--- src/rtl/pipe_shifter.sv ---
// Two-stage pipelined barrel shifter (LSL/LSR/ASR/ROR/RRX) with carry-out.
// It uses a valid/ready handshake on both sides and supports flush.
module pipe_shifter #(
   parameter int unsigned WIDTH = 32,
   parameter int unsigned AMT_W = 8
) (
   input  logic             clk,
   input  logic             rst_n,
   input  logic             in_valid,
   output logic             in_ready,
   input  logic [WIDTH-1:0] in_data,
   input  logic [AMT_W-1:0] in_amt,
   input  logic [2:0]       in_op,
   input  logic             in_carry,
   input  logic             flush,
   output logic             out_valid,
   input  logic             out_ready,
   output logic [WIDTH-1:0] out_data,
   output logic             out_carry
);

   localparam int unsigned LOG2W = $clog2(WIDTH);
   localparam logic [AMT_W-1:0] W_AMT = AMT_W'(WIDTH);

   typedef enum logic [1:0] {
      OP_LSL = 2'b00,
      OP_LSR = 2'b01,
      OP_ASR = 2'b10,
      OP_ROR = 2'b11
   } shift_op_e;

   typedef struct packed {
      logic [WIDTH-1:0] data;
      logic             carry;
      shift_op_e        op;
      logic             reg_mode;
      logic [AMT_W-1:0] amt;
   } s1_t;

   logic             s1_valid;
   s1_t              s1;
   s1_t              s1_next;
   logic             s2_advance;
   logic [WIDTH-1:0] res_data;
   logic             res_carry;

   logic [WIDTH:0]        lsl_w;
   logic [WIDTH:0]        lsr_w;
   logic signed [WIDTH:0] asr_w;
   logic [AMT_W-1:0]      asr_amt;
   logic [LOG2W-1:0]      rot;
   logic [WIDTH-1:0]      ror_d;

   // Handshake: in_ready is held low during reset and flush.
   always_comb begin
      s2_advance = !out_valid | out_ready;
      in_ready   = rst_n & !flush & (!s1_valid | s2_advance);
   end

   // Normalise the amount; an immediate zero means a full-width shift for LSR/ASR.
   always_comb begin
      s1_next.data     = in_data;
      s1_next.carry    = in_carry;
      s1_next.op       = shift_op_e'(in_op[2:1]);
      s1_next.reg_mode = in_op[0];
      s1_next.amt      = in_amt;
      if (!in_op[0]) begin
         s1_next.amt = AMT_W'(in_amt[LOG2W-1:0]);
         if (in_amt[LOG2W-1:0] == '0 &&
             (s1_next.op == OP_LSR || s1_next.op == OP_ASR))
            s1_next.amt = W_AMT;
      end
   end

   always_ff @(posedge clk or negedge rst_n) begin
      if (!rst_n) begin
         s1_valid <= 1'b0;
         s1       <= '0;
      end else if (flush) begin
         s1_valid <= 1'b0;
      end else if (in_ready) begin
         s1_valid <= in_valid;
         if (in_valid)
            s1 <= s1_next;
      end
   end

   // Extended-width shifts produce the carry bit alongside the result.
   always_comb begin
      rot     = s1.amt[LOG2W-1:0];
      lsl_w   = {1'b0, s1.data} << s1.amt;
      lsr_w   = {s1.data, 1'b0} >> s1.amt;
      asr_amt = (s1.amt > W_AMT) ? W_AMT : s1.amt;
      asr_w   = $signed({s1.data, 1'b0}) >>> asr_amt;
      ror_d   = WIDTH'({s1.data, s1.data} >> rot);

      res_data  = s1.data;
      res_carry = s1.carry;
      case (s1.op)
         OP_LSL: if (s1.amt != '0) {res_carry, res_data} = lsl_w;
         OP_LSR: if (s1.amt != '0) {res_data, res_carry} = lsr_w;
         OP_ASR: if (s1.amt != '0) {res_data, res_carry} = asr_w;
         OP_ROR: begin
            if (s1.amt == '0) begin
               if (!s1.reg_mode)
                  {res_data, res_carry} = {s1.carry, s1.data};
            end else begin
               res_data  = ror_d;
               res_carry = ror_d[WIDTH-1];
            end
         end
         default: ;
      endcase
   end

   always_ff @(posedge clk or negedge rst_n) begin
      if (!rst_n) begin
         out_valid <= 1'b0;
         out_data  <= '0;
         out_carry <= 1'b0;
      end else if (flush) begin
         out_valid <= 1'b0;
      end else if (s2_advance) begin
         out_valid <= s1_valid;
         if (s1_valid) begin
            out_data  <= res_data;
            out_carry <= res_carry;
         end
      end
   end

endmodule
--- config.mk ---
export PLATFORM = sky130hd
export DESIGN_NAME = pipe_shifter
export DESIGN_NICKNAME = d
export VERILOG_FILES = /design/src/rtl/pipe_shifter.sv
export SDC_FILE = /design/constraint.sdc
export NUM_CORES = 1
export LEC_CHECK = 0
export ABC_AREA = 1
export BUFFER_PORTS_ARGS = -buffer_cell sky130_fd_sc_hd__buf_4
export CAP_MARGIN = 40
export CORE_MARGIN = 2
export CORE_UTILIZATION = 35
export CTS_CLUSTER_DIAMETER = 100
export DETAILED_ROUTE_END_ITERATION = 6
export PLACE_DENSITY_LB_ADDON = 0.2
export SLEW_MARGIN = 20
export SYNTH_ARGS = -nofsm -noshare
export SYNTH_HDL_FRONTEND = slang
export SYNTH_SLANG_ARGS = --single-unit
--- constraint.sdc ---
create_clock -name clk -period 4.4 [get_ports clk]
set_input_delay 0.88 -clock clk [delete_from_list [all_inputs] [get_ports clk]]
set_output_delay 0.88 -clock clk [all_outputs]
set_load 0.02 [all_outputs]
* Word-level counts from Yosys, hierarchy flattened
Index checks and enable logic that the tools add are counted.
** Storage, ports and cells
- Bits of input ports :: 49
- Flip-flop bits (word level) :: 79
- Word-level logic and storage cells :: 56
** Cells by class
- Bitwise logic cells :: 5
- Order comparisons :: 1
- Multiplexer cells :: 19
- Reduce and logical (&&, ||, !) cells :: 13
- Shift-type cells :: 4
- Equality and inequality tests :: 5
** Operators by type and width (count)
- 32-bit two-way mux :: 5
- 32-bit one-hot mux with 4 select lines :: 1
- 64-bit by 5-bit >> shifter with 32-bit output :: 1
- 32-bit by 8-bit << shifter with 33-bit output :: 1
- 33-bit by 8-bit >> shifter with 33-bit output :: 1
- 33-bit by 8-bit >>> shifter with 33-bit output :: 1
- 8-bit two-way mux :: 2
- 1-bit two-way mux :: 9
- 8-bit by 6-bit > comparator with 1-bit output, second input constant :: 1
- 8-bit logical NOT :: 1
- 8-bit nonzero test :: 1
- 2-bit == test, second input constant :: 3
- 6-bit two-way mux :: 1
- 3-bit AND reduction :: 2
- 5-bit logical NOT :: 1
- 2-bit by 1-bit == test with 1-bit output, second input constant :: 2
- 1-bit one-hot mux with 4 select lines :: 1
- 2-bit nonzero test :: 2
- 1-bit logical NOT :: 3
- 1-bit AND :: 2
- 2-bit logical NOT :: 1
- 1-bit bitwise OR :: 2
- 1-bit logical AND :: 1
- 1-bit logical OR :: 1
- 1-bit NOT :: 1

* Depth between registers and ports, before layout
- Depth after elaboration :: 6
- Depth in mapped cells :: 20
- Gate-level depth less buffers :: 19

* Worst setup path before layout
Ideal clock, no wire load.
- Path type :: input -> register
- From :: input out_ready
- To :: register s1 (netlist bit rot[0])
- Arrival :: 2.104 ns
- Path buffers :: 2
- Stages :: 9
- Slack :: 2.159 ns
- Library setup time :: 0.137 ns
- Cells stage by stage :: nor2_1 > inv_1 > o211ai_1 > inv_1 > nand2_1 > inv_1 > clkbuf_1 > clkbuf_1 > o21ai_0
** Between the ends
- Longest elaborated chain between the ends :: 4
** Ends and longest elaborated chain
- start: declaration :: RTL line 17 : input logic out_ready,
- 1-bit bitwise OR :: RTL line 56 : s2_advance = !out_valid | out_ready;
- 1-bit bitwise OR :: RTL line 57 : in_ready = rst_n & !flush & (!s1_valid | s2_advance);
- 1-bit AND :: RTL line 57
- named net in_ready :: RTL line 10 : output logic in_ready,
- 3-bit AND reduction (no source line)
- end signal: assignment :: RTL line 84 : s1 <= s1_next;
- end: declaration :: RTL line 41 : s1_t s1;
The timed path passes the listed nets, and every way through them passes these cells.
A chain may end at the register's enable or synchronous reset.

* Final worst setup path
- From :: register s1[5] (netlist name)
- To :: register out_data[7]
** Between the ends
- Longest elaborated chain between the ends :: 5
** Ends and longest elaborated chain
- 8-bit by 6-bit > comparator with 1-bit output :: RTL line 93 : asr_amt = (s1.amt > W_AMT) ? W_AMT : s1.amt;
- 8-bit two-way mux :: RTL line 93
- 33-bit by 8-bit >>> shifter with 33-bit output :: RTL line 94 : asr_w = $signed({s1.data, 1'b0}) >>> asr_amt;
- 32-bit two-way mux :: RTL line 102 : OP_ASR: if (s1.amt != '0) {res_data, res_carry} = asr_w;
- 32-bit one-hot mux with 4 select lines * :: RTL line 99 : case (s1.op)
- end signal: assignment :: RTL line 126 : out_data <= res_data;
- end: declaration :: RTL line 18 : output logic [WIDTH-1:0] out_data,
Every way passes the cells marked *; elsewhere a longest branch is shown, timed or not.

==> results.sh <==
export IMPL_cts_htree_levels=3
export IMPL_nNetsFinal=1990
export IMPL_design_core_area_um2=29600
export IMPL_routed_wl_met3_um=6160
export IMPL_post_drt_wl_per_cell_um=27.3
export IMPL_cts_setup_buffers=0
export IMPL_rsz0062_at_grt="false"
export IMPL_highest_layer="met5"
export IMPL_synth_area_per_cell_um2=5.39
export IMPL_io_pins=84
export IMPL_initial_core_util_pct=35.6
export IMPL_final_antenna_net_count=0
export IMPL_dp_slack_ns=0.847
export IMPL_clk_path_buf_depth=2
export IMPL_synth_edf_count=0
export IMPL_cap_violations=0
export IMPL_met2_length_um=27100
export IMPL_place_port_buffers=83
export IMPL_syn_nets=2008
export IMPL_clock_sinks=79
export IMPL_finalCritPeriodShare_pct=84.9
export IMPL_fin_tns_setup_ns=0
export IMPL_clkTransAtPathRegs_ns=0.07
export IMPL_ys_ff_latch=79
export IMPL_grt_pass1_wl_um=92600
export IMPL_maxSlewViolCount=0
export IMPL_cts_hold_buf=0
export IMPL_peakVddDrop_v=0.000295
export IMPL_post_synth_inst_count=1959
export IMPL_synth_common_cells="nand2_1, nand3_1, o21ai_0"
export IMPL_die_w_um=178
export IMPL_cts_resized=0
export IMPL_synth_top_area_cell="nand2_1"
export IMPL_wl_met1_um=25600
export IMPL_crit_type="reg -> reg"
export IMPL_cts_tree="yes"
export IMPL_violations="design-rule violations"
export IMPL_layout_drive_gt1_share_pct=9.20
export IMPL_synth_ff_type="dfrtp_1"
export IMPL_antenna_found_initial=2
export IMPL_timing_final_ws_setup_ns=0.663
export IMPL_grt_pass1_vias=13500
export IMPL_ys_seq_area_share_pct=18.7
export IMPL_synth_top_area_share_pct=23.1
export IMPL_drcViolationCount=5
export IMPL_outcome="finished, violations left"
export IMPL_fin_skew_ns=0.00848
export IMPL_tightest_slew_ns=0.871
export IMPL_fin_crit_ns=3.74
export IMPL_cp_end_kind="flip-flop"
export IMPL_synth_most_common_cell="nand2_1"
export IMPL_fp_dieArea_um2=31600
export IMPL_vias_per_cell=6.16
export IMPL_grt_max_degree=77
export IMPL_drt_iter0_drc=2067
export IMPL_wirelength_um=63700
export IMPL_firstDrtPassIters=7
export IMPL_cts_buffers=9
export IMPL_synth_cell_type_count=40
export IMPL_start_kind="flip-flop"
export IMPL_grt_use_total_pct=40.7
export IMPL_clock_latency_ns=0.36
export IMPL_gp_congestion=1.05
export IMPL_worst_path_max_fanout=61
export IMPL_max_freq_ghz=0.268
export IMPL_hp_class="reg -> reg"
export IMPL_hold_violations=0
export IMPL_grt_overflow_total=0
export IMPL_num_rows=63
export IMPL_syn_to_final_growth_pct=10.4
export IMPL_multiInputGateArea_um2=7530
export IMPL_async_flop_share_pct=100
export IMPL_worstPathArrival_ns=3.99
export IMPL_synthTopCellsByArea="nand2_1, dfrtp_1, nand3_1"
export IMPL_regArea_um2=1980
export IMPL_required_ns=4.66
export IMPL_yosys_warnings=0
export IMPL_die_h_um=178
export IMPL_maxSlewHeadroom_pct=41.3
export IMPL_p_per_area_nw_per_um2=589
export IMPL_vias=14400
export IMPL_netlist_area_um2=10600
export IMPL_dpl_hpwl_um=48900
export IMPL_p_leak_uw=0.00548
export IMPL_setup_violations=0
export IMPL_cts_root_buffer="clkbuf_16"
export IMPL_fill_cells=3459
[sequential cells by signal, indices dropped and copies added (netlist names)]
| signal | cells |
|---|---|
| out_data | 32 |
| rot | 5 |
| s1_valid | 1 |
| s1 | 39 |
| out_valid | 1 |
| out_carry | 1 |
[logic make-up after synthesis]
kind of cell / after synthesis / synth area share [%]
compound gates: 470 / 24.5
buf+inv: 255 / 9.98
flops: 79 / 18.7
mux: 12 / 1.14
simple gates: 1143 / 45.7
[critical path, cell delays in order (launching register included)]
cell     delay (ns)
dfrtp_1        0.52
inv_2          0.29
nand2_2        0.20
nor2_4         0.33
inv_1          0.25
nor2_4         0.15
buf_4          0.61
a21oi_1        0.36
a22oi_1        0.64
nand2_1        0.11
nand2_1        0.08
nand2_1        0.05
[cell usage in the layout (no fill, tap or decap), types with 5 or more instances in the layout]
cell       instances
a21oi_1           98
a31oi_1           15
buf_4            120
clkbuf_16          9
clkinv_1           5
dfrtp_1           75
inv_1             88
inv_2             11
mux2i_1           12
nand2_1          648
nand3_1          295
nand4_1           14
nor2_1           143
nor2_2             6
nor3_1             7
o2111ai_1          5
o211ai_1          40
o21ai_0          250
o21ai_1           32
o31ai_1           10
or2_2             13
[power breakdown]
part	internal, uW	switching, uW	total, uW	leakage, uW
logic	1320	3410	4730	0.00435
registers	929	360	1290	0.000981
clock network	496	342	839	0.000149
total	2750	4110	6850	0.00548
[cell type report]
type	instances	area share (%)
well taps	390	4.19
inverters	104	3.35
repair buffers	122	8.08
diodes	1	0.0215
flip-flops and latches	79	17.0
multi-input cells	1625	64.6
clock buffers	10	1.97
clock inverters	5	0.731
[worst paths after layout]
check                                          from                        to  slack [ns]  cells past startpoint
setup / recovery                  s1[5]$_DFFE_PN0P_   out_data[7]$_DFFE_PN0P_        0.66                     11
hold / removal             out_data[14]$_DFFE_PN0P_  out_data[14]$_DFFE_PN0P_        0.49                      2
setup reg to reg                  s1[5]$_DFFE_PN0P_   out_data[7]$_DFFE_PN0P_        0.66                     11
hold reg to reg            out_data[14]$_DFFE_PN0P_  out_data[14]$_DFFE_PN0P_        0.49                      2
max in group asynchronous                     rst_n        rot[0]$_DFFE_PN0P_        2.64                      3
min in group asynchronous                     rst_n   out_data[6]$_DFFE_PN0P_        0.67                      2
[metrics by stage]
step / cell area (um^2) / power [uW] / hold slack [ns] / std cells / util (%)
6_report: 11600 / 6850 / 0.490 / 2336 / 39.3
5_1_grt: 11600 / 7280 / 0.510 / 2335 / 39.3
4_1_cts: 11600 / 6680 / 0.494 / 2335 / 39.3
3_5_place_dp: 11300 / 5830 / 0.473 / 2320 / 38.2
3_3_place_gp: 11300 / 5870 / 0.467 / 2319 / 38.2
2_1_floorplan: 10600 / 4020 / 0.522 / 1959 / -
[per-layer routing]
metal / vias to the layer above / GRT usage [%]
li1: 6543 / -
met1: 6842 / 52.0
met2: 808 / 60.6
met3: 192 / 10.6
met4: 6 / 26.0
met5: - / 0
(Power assumes the default switching activity.)
